`src/rtl/sync_to_blanking_gen.sv`:
```
// sync_to_blanking_gen
// Derives horizontal/vertical blanking from bare active-low sync pulses.
// Line length, frame height and sync widths are measured on the fly; fixed
// front/back porches are then applied around the sync pulses. Sync is
// re-emitted with the same one-clock latency as the derived blanking.
//
// Ports:
//   i_Clk     pixel clock
//   i_Rst     synchronous active-high reset
//   i_nHSync  active-low horizontal sync in
//   i_nVSync  active-low vertical sync in
//   o_nHSync  i_nHSync delayed one clock
//   o_nVSync  i_nVSync delayed one clock
//   o_HBlank  active-high horizontal blanking
//   o_VBlank  active-high vertical blanking
module sync_to_blanking_gen #(
  parameter int unsigned H_FRONT_PORCH = 16,
  parameter int unsigned H_BACK_PORCH  = 48,
  parameter int unsigned V_FRONT_PORCH = 10,
  parameter int unsigned V_BACK_PORCH  = 33,
  parameter int unsigned COUNTER_WIDTH = 12
) (
  input  logic i_Clk,
  input  logic i_Rst,
  input  logic i_nHSync,
  input  logic i_nVSync,
  output logic o_nHSync,
  output logic o_nVSync,
  output logic o_HBlank,
  output logic o_VBlank
);

  localparam int unsigned CW = COUNTER_WIDTH;
  // Lengths are count+1 and compares need headroom, so they use one extra bit.
  localparam int unsigned XW = COUNTER_WIDTH + 1;

  localparam logic [CW-1:0] CNT_MAX = '1;
  localparam logic [XW-1:0] H_FP_X  = XW'(H_FRONT_PORCH);
  localparam logic [XW-1:0] H_BP_X  = XW'(H_BACK_PORCH);
  localparam logic [XW-1:0] V_FP_X  = XW'(V_FRONT_PORCH);
  localparam logic [XW-1:0] V_BP_X  = XW'(V_BACK_PORCH);

  // Previous-sample registers for edge detection
  logic          h_prev_q, h_prev_d;
  logic          v_prev_q, v_prev_d;

  // Horizontal measurement
  logic [CW-1:0] p_q, p_d;
  logic [XW-1:0] l_q, l_d;
  logic [CW-1:0] w_q, w_d;
  logic          h_rise_seen_q, h_rise_seen_d;
  logic          h_locked_q, h_locked_d;

  // Vertical measurement
  logic [CW-1:0] v_q, v_d;
  logic [XW-1:0] t_q, t_d;
  logic [CW-1:0] vw_q, vw_d;
  logic          v_rise_seen_q, v_rise_seen_d;
  logic          v_locked_q, v_locked_d;

  // Registered outputs
  logic          nhsync_q, nhsync_d;
  logic          nvsync_q, nvsync_d;
  logic          hblank_q, hblank_d;
  logic          vblank_q, vblank_d;

  logic          h_fall, h_rise, v_fall, v_rise;

  // Next-state: counters, latched measurements, lock and blanking decision
  always_comb begin
    h_fall        = 1'b0;
    h_rise        = 1'b0;
    v_fall        = 1'b0;
    v_rise        = 1'b0;
    h_prev_d      = i_nHSync;
    v_prev_d      = i_nVSync;
    p_d           = p_q;
    l_d           = l_q;
    w_d           = w_q;
    h_rise_seen_d = h_rise_seen_q;
    h_locked_d    = h_locked_q;
    v_d           = v_q;
    t_d           = t_q;
    vw_d          = vw_q;
    v_rise_seen_d = v_rise_seen_q;
    v_locked_d    = v_locked_q;
    nhsync_d      = i_nHSync;
    nvsync_d      = i_nVSync;

    h_fall = h_prev_q & ~i_nHSync;
    h_rise = ~h_prev_q & i_nHSync;
    v_fall = v_prev_q & ~i_nVSync;
    v_rise = ~v_prev_q & i_nVSync;

    // Pixel index restarts at the hsync fall, otherwise saturates upward
    if (h_fall) begin
      p_d = '0;
    end else if (p_q != CNT_MAX) begin
      p_d = p_q + CW'(1);
    end

    if (h_fall) begin
      l_d = {1'b0, p_q} + XW'(1);
    end
    if (h_rise) begin
      w_d           = p_d;
      h_rise_seen_d = 1'b1;
    end
    // A rise always follows some fall, so a fall after a rise means a full line
    if (h_fall && h_rise_seen_q) begin
      h_locked_d = 1'b1;
    end

    // Line index counts hsync falls; the vsync fall takes precedence
    if (v_fall) begin
      v_d = '0;
    end else if (h_fall && (v_q != CNT_MAX)) begin
      v_d = v_q + CW'(1);
    end

    if (v_fall) begin
      t_d = {1'b0, v_q} + XW'(1);
    end
    if (v_rise) begin
      vw_d          = v_d;
      v_rise_seen_d = 1'b1;
    end
    if (v_fall && v_rise_seen_q) begin
      v_locked_d = 1'b1;
    end

    // Freshly latched values apply to the sample that latched them
    hblank_d = ~h_locked_d
             | ({1'b0, p_d} < ({1'b0, w_d} + H_BP_X))
             | (({1'b0, p_d} + H_FP_X) >= l_d);
    vblank_d = ~v_locked_d
             | ({1'b0, v_d} < ({1'b0, vw_d} + V_BP_X))
             | (({1'b0, v_d} + V_FP_X) >= t_d);
  end

  // State and output registers
  always_ff @(posedge i_Clk) begin
    if (i_Rst) begin
      h_prev_q      <= 1'b1;
      v_prev_q      <= 1'b1;
      p_q           <= '0;
      l_q           <= '0;
      w_q           <= '0;
      h_rise_seen_q <= 1'b0;
      h_locked_q    <= 1'b0;
      v_q           <= '0;
      t_q           <= '0;
      vw_q          <= '0;
      v_rise_seen_q <= 1'b0;
      v_locked_q    <= 1'b0;
      nhsync_q      <= 1'b1;
      nvsync_q      <= 1'b1;
      hblank_q      <= 1'b1;
      vblank_q      <= 1'b1;
    end else begin
      h_prev_q      <= h_prev_d;
      v_prev_q      <= v_prev_d;
      p_q           <= p_d;
      l_q           <= l_d;
      w_q           <= w_d;
      h_rise_seen_q <= h_rise_seen_d;
      h_locked_q    <= h_locked_d;
      v_q           <= v_d;
      t_q           <= t_d;
      vw_q          <= vw_d;
      v_rise_seen_q <= v_rise_seen_d;
      v_locked_q    <= v_locked_d;
      nhsync_q      <= nhsync_d;
      nvsync_q      <= nvsync_d;
      hblank_q      <= hblank_d;
      vblank_q      <= vblank_d;
    end
  end

  assign o_nHSync = nhsync_q;
  assign o_nVSync = nvsync_q;
  assign o_HBlank = hblank_q;
  assign o_VBlank = vblank_q;

endmodule

```
`config.mk`:
```
export PLATFORM = sky130hd
export DESIGN_NAME = sync_to_blanking_gen
export DESIGN_NICKNAME = d
export VERILOG_FILES = /design/src/rtl/sync_to_blanking_gen.sv
export SDC_FILE = /design/constraint.sdc
export NUM_CORES = 1
export LEC_CHECK = 0
export BUFFER_PORTS_ARGS = -buffer_cell sky130_fd_sc_hd__buf_2
export CAP_MARGIN = 20
export CORE_MARGIN = 2
export CORE_UTILIZATION = 30
export DETAILED_ROUTE_END_ITERATION = 16
export GPL_TIMING_DRIVEN = 0
export HOLD_SLACK_MARGIN = 0.03
export PLACE_DENSITY = 0.47
export SYNTH_ARGS = -nofsm -noshare
export SYNTH_HDL_FRONTEND = slang
export SYNTH_SLANG_ARGS = --single-unit
```
`constraint.sdc`:
```
create_clock -name i_Clk -period 7.35 [get_ports i_Clk]
set_clock_uncertainty 0.1 [all_clocks]
set_input_delay 1.1025 -clock i_Clk [delete_from_list [all_inputs] [get_ports i_Clk]]
set_output_delay 1.1025 -clock i_Clk [all_outputs]
set_load 0.03 [all_outputs]
```
; Word level (Yosys, flattened, before mapping)
; Index checks and enable logic that the tools add are counted.
; Widths: inputs -> output; s select.
[word_totals]
word_cells = 55
out_inout_bits = 4
input_bits = 4
reg_bits = 82
[classes]
order_cmp = 4
n_addsub = 8
reduce_logical = 3
n_eq_ne = 2
mux = 10
bitwise_logic = 14
[op_table]
columns = cell, n
row1 = $mux 12, 6
row2 = $add 12x1->13 const B, 2
row3 = $add 12x6->13 const B, 2
row4 = $ge 13x13->1, 2
row5 = $lt 12x13->1, 2
row6 = $mux 13, 2
row7 = $add 12x1->12 const B, 2
row8 = $ne 12x12->1 const B, 2
row9 = $add 12x4->13 const B, 1
row10 = $add 12x5->13 const B, 1
row11 = $not 1->1, 6
row12 = $and 1x1->1, 4
row13 = $or 1x1->1, 4
row14 = $logic_and 1x1->1, 3
row15 = $mux 1, 2

; Longest topological paths before layout
[depth]
depth_word = 10
mapped_depth = 20
mapped_depth_nobuf = 19

; Worst setup path before layout
; Ideal clock, no wire load.
[synth_timing]
path_type = input -> register
start = in i_nHSync
end = reg vblank_q (netlist: o_VBlank)
setup_time_ns = 0.134
path_buffers = 1
setup_slack_ns = 2.851
path_stages = 18
t_arrival_ns = 4.265
t_required_ns = 7.116
path_cell_list = nand2b_4 -> buf_6 -> a31oi_4 -> mux2i_1 -> nor2_1 -> inv_1 -> o21ai_0 -> ha_1 -> and2_2 -> a21oi_4 -> nor3_2 -> xor2_1 -> ha_1 -> nand4_1 -> o211ai_1 -> a21o_1 -> a31oi_1 -> or4_1
[synth_via]
elab_chain_len = 10
word_cells_on_any_way = 12
cone_classes = 2 x add/sub / 2 x order compare / 3 x mux / 4 x bitwise / 1 x reduce/logical
[synth_lines]
columns = item, line
row1 = start: declaration, 25  ; input logic i_nHSync,
row2 = $not 1->1, 90  ; h_fall = h_prev_q & ~i_nHSync;
row3 = $and 1x1->1, 90
row4 = $logic_and 1x1->1, 117  ; end else if (h_fall && (v_q != CNT_MAX)) begin
row5 = $mux 12, 117
row6 = $mux 12, 115  ; if (v_fall) begin
row7 = via v_d[1], 55  ; logic [CW-1:0] v_q, v_d;
row8 = $mux 12, 124  ; if (v_rise) begin
row9 = via vw_d[1], 57  ; logic [CW-1:0] vw_q, vw_d;
row10 = $add 12x6->13, 137  ; | ({1'b0, v_d} < ({1'b0, vw_d} + V_BP_X))
row11 = $lt 12x13->1, 137
row12 = $or 1x1->1, 137
row13 = $or 1x1->1, 138  ; | (({1'b0, v_d} + V_FP_X) >= t_d);
row14 = end signal: assignment, 176  ; vblank_q <= vblank_d;
row15 = end: declaration, 65  ; logic vblank_q, vblank_d;
; The timed path passes the listed nets, and every way through them passes these cells.
; A chain may end at the register's enable or synchronous reset.

; Worst setup path after layout
; Ends and elaborated chain as after synthesis.

==> metrics.txt <==
status completed; Clk pwr share 47.4%; synthesized area 0.005461 sq mm; final instance area 0.006086 sq mm; met3 wire length 393 microns; H-Tree Depth 3; num ports 8; CTS Buf Count 9; total track usage 15.08%; Vias/cell 5.022; proportion of synthesized area in mux cells 2.153%; Setup Buffers After CTS 0; Int Pwr 743.9 uW; num rows 49; Worst Hold Launch v_rise_seen_q; CTS clk-pin slew, worst paths 0.07 ns; yosys warns 0; proportion of power drawn by combinational gates 7.5%; XOR/XNOR Fraction of Synth Area 8.018%; antenna viol nets, final 0; Fmax achieved 209.4 MHz; CTS tree yes; CP Capture Type flop; CTS Sinks 82; total grt overflow 0; Hold Violations, Final 0; Iter 0 DRT Violations 264; most frequent cells in the layout nor2_1 (110), dfxtp_1 (82), a21oi_1 (54), ha_1 (54); met2 wire length 7.043 mm; Yosys reg bits 82; Gate Count Post-Synth 652; Storage cell area 0.001642 sq mm; relative slew slack 43.83%; CTS Buffer Depth 2; MaxCap Viol Count 0; HP Class flop to flop; commonest non-fill, non-tap cell in the layout nor2_1; critical path type input pin to flop; die area 0.01930 sq mm; Main synth FF type dfxtp_1; syn_nets 710; element type at the critical path start input pin; Async SR Flop Fraction 0%; static leakage 2.298 nW; sequential share of the synthesized area 30.06%; Flop pwr share 45.1%; DP Area 0.005778 sq mm; Fill cells 1,917; Psw 262.2 uW; top sig layer met4; share of layout cells above drive strength 1 12.31%; Die Ht 138.9 microns; fin crit share 64.96%; global-route wire length before repair 23.16 mm; maximum VDD drop 0.1253 mV; via count 4,535; average size of a mapped cell 8.377 sq um; vias in the first global route 4,408; PostCTS Resize Cnt 0; CP arrival 4.90 ns; worst slew pin tran 0.8425 ns; met1 WL 6.498 mm; fin nets 727; Multi-input gate area 0.003550 sq mm; CP Launch Point i_nHSync; CP Max Fanout 8; GP Congestion 0.8257; worst path required time 7.48 ns; dpl hpwl 11.05 mm; Residual DRC 0; setup tns final 0 ns; minimum clock period 4.775 ns; RSZ-0062 raised after global routing no; Setup-failing EPs final 0; clock root buffer clkbuf_16; area growth from synthesis to layout 11.43%; PD cells 165.3 mW/mm^2; worst reg2reg startpoint v_q[0]; # hold bufs at CTS 0; initial antenna violation count 0; first-pass detailed-route iteration total 5; pin count of the biggest net entering global routing 17; IO Port Bufs 6; core footprint 0.01790 sq mm; Net Sw Frac 26.06%; Synth Area in Adders 12.37%; fin. max-slew vios 0; Diodes inserted 0; largest family of logic cells by synthesized area simple AND/OR/NAND/NOR gates; WL per Instance 15.62 microns; post-synth cell types 73; Synth Area in Compound Gates 16.43%; die extent in x 138.9 microns; latest clock arrival within the worst-skew pair 0.35 ns; EDFF count, synth 0; Post-Route WL 14.10 mm; Initial Utilization 30.51%; post-synthesis simple-gate area fraction 26.03%
-- cell families (layout without fill, tap and decap cells) --
kind of cell	Yosys count	after routing
buffers and inverters	52	74
AOI/OAI and AO/OA	132	132
xor gates and xnor gates	50	50
and+or+nand+nor	271	271
DFF	82	82
adders and majority gates	54	54
muxes	11	11
-- cell usage after synthesis, drive strengths merged, types with 17 or more instances --
| master | count | area share (%) |
|---|---|---|
| nor3 | 26 | 2.7 |
| xor2 | 19 | 3.0 |
| xnor2 | 31 | 5.0 |
| o21ai | 30 | 3.0 |
| nor2b | 19 | 2.2 |
| a21oi | 58 | 5.7 |
| nand2 | 31 | 2.1 |
| buf | 17 | 2.0 |
| dfxtp | 82 | 30 |
| nor2 | 111 | 7.7 |
| ha | 54 | 12 |
| clkbuf | 21 | 2.0 |
-- power by group through the flow --
stage          Clock [mW]  Sequential [mW]  Combinational [mW]
2_1_floorplan           0            0.464              0.0520
3_3_place_gp            0            0.464              0.0766
3_5_place_dp            0            0.464              0.0766
4_1_cts             0.494            0.454              0.0771
5_1_grt             0.511            0.454              0.0853
6_report            0.477            0.454              0.0755
-- critical path: stages --
cell and delay, ns:
buf_2 0.13, nand2b_4 0.14, buf_6 0.14, a31oi_4 0.23, mux2i_1 0.43, nor2_1 0.18
inv_1 0.17, o21ai_0 0.13, ha_1 0.24, and2_2 0.21, a21oi_4 0.23, nor3_2 0.08
xor2_1 0.15, ha_1 0.30, nand4_1 0.12, o211ai_1 0.19, a21o_1 0.13, a31oi_1 0.08
or4_1 0.51
-- metrics by stage --
step	worst slack [ns]	hold WS [ns]	instances	util (%)	power (mW)
detailed placement	2.201	0.3410	887	32.28	0.5408
floorplan	2.851	0.3259	652	-	0.5163
CTS	2.555	0.3517	903	34.00	1.025
global route	2.332	0.3674	903	34.00	1.051
global placement	2.218	0.3417	887	32.28	0.5405
finish	2.575	0.3479	903	34.00	1.006
-- final cells by class --
type | count | share of cell area, %
multi-input combinational | 518 | 58.33
sequential | 82 | 26.97
tap | 229 | 4.708
clock buffer | 9 | 3.701
buffer | 38 | 3.577
clock inverter | 7 | 1.357
inverter | 14 | 0.8635
timing repair buffer | 6 | 0.4934
-- path summary, 6_finish.rpt --
check | end | cells past startpoint | slack [ns]
setup / recovery | o_VBlank | 19 | 2.58
hold / removal | v_rise_seen_q | 2 | 0.35
setup reg to reg | o_VBlank | 19 | 2.69
hold reg to reg | v_rise_seen_q | 2 | 0.35
-- routing by layer --
| layer | GRT usage [%] | up-vias |
|---|---|---|
| li1 | - | 2341 |
| met1 | 18.61 | 2127 |
| met2 | 26.34 | 57 |
| met3 | 3.039 | 10 |
| met4 | 4.891 | 0 |
| met5 | 0 | - |
-- registers in the layout (all words and copies together) (netlist names) --
name,cells
o_HBlank,1
o_nHSync,1
h_rise_seen_q,1
l_q,13
v_q,12
p_q,12
v_rise_seen_q,1
o_VBlank,1
o_nVSync,1
t_q,13
w_q,12
vw_q,12
h_locked_q,1
v_locked_q,1
No activity file was read; power rests on OpenSTA's default activity.
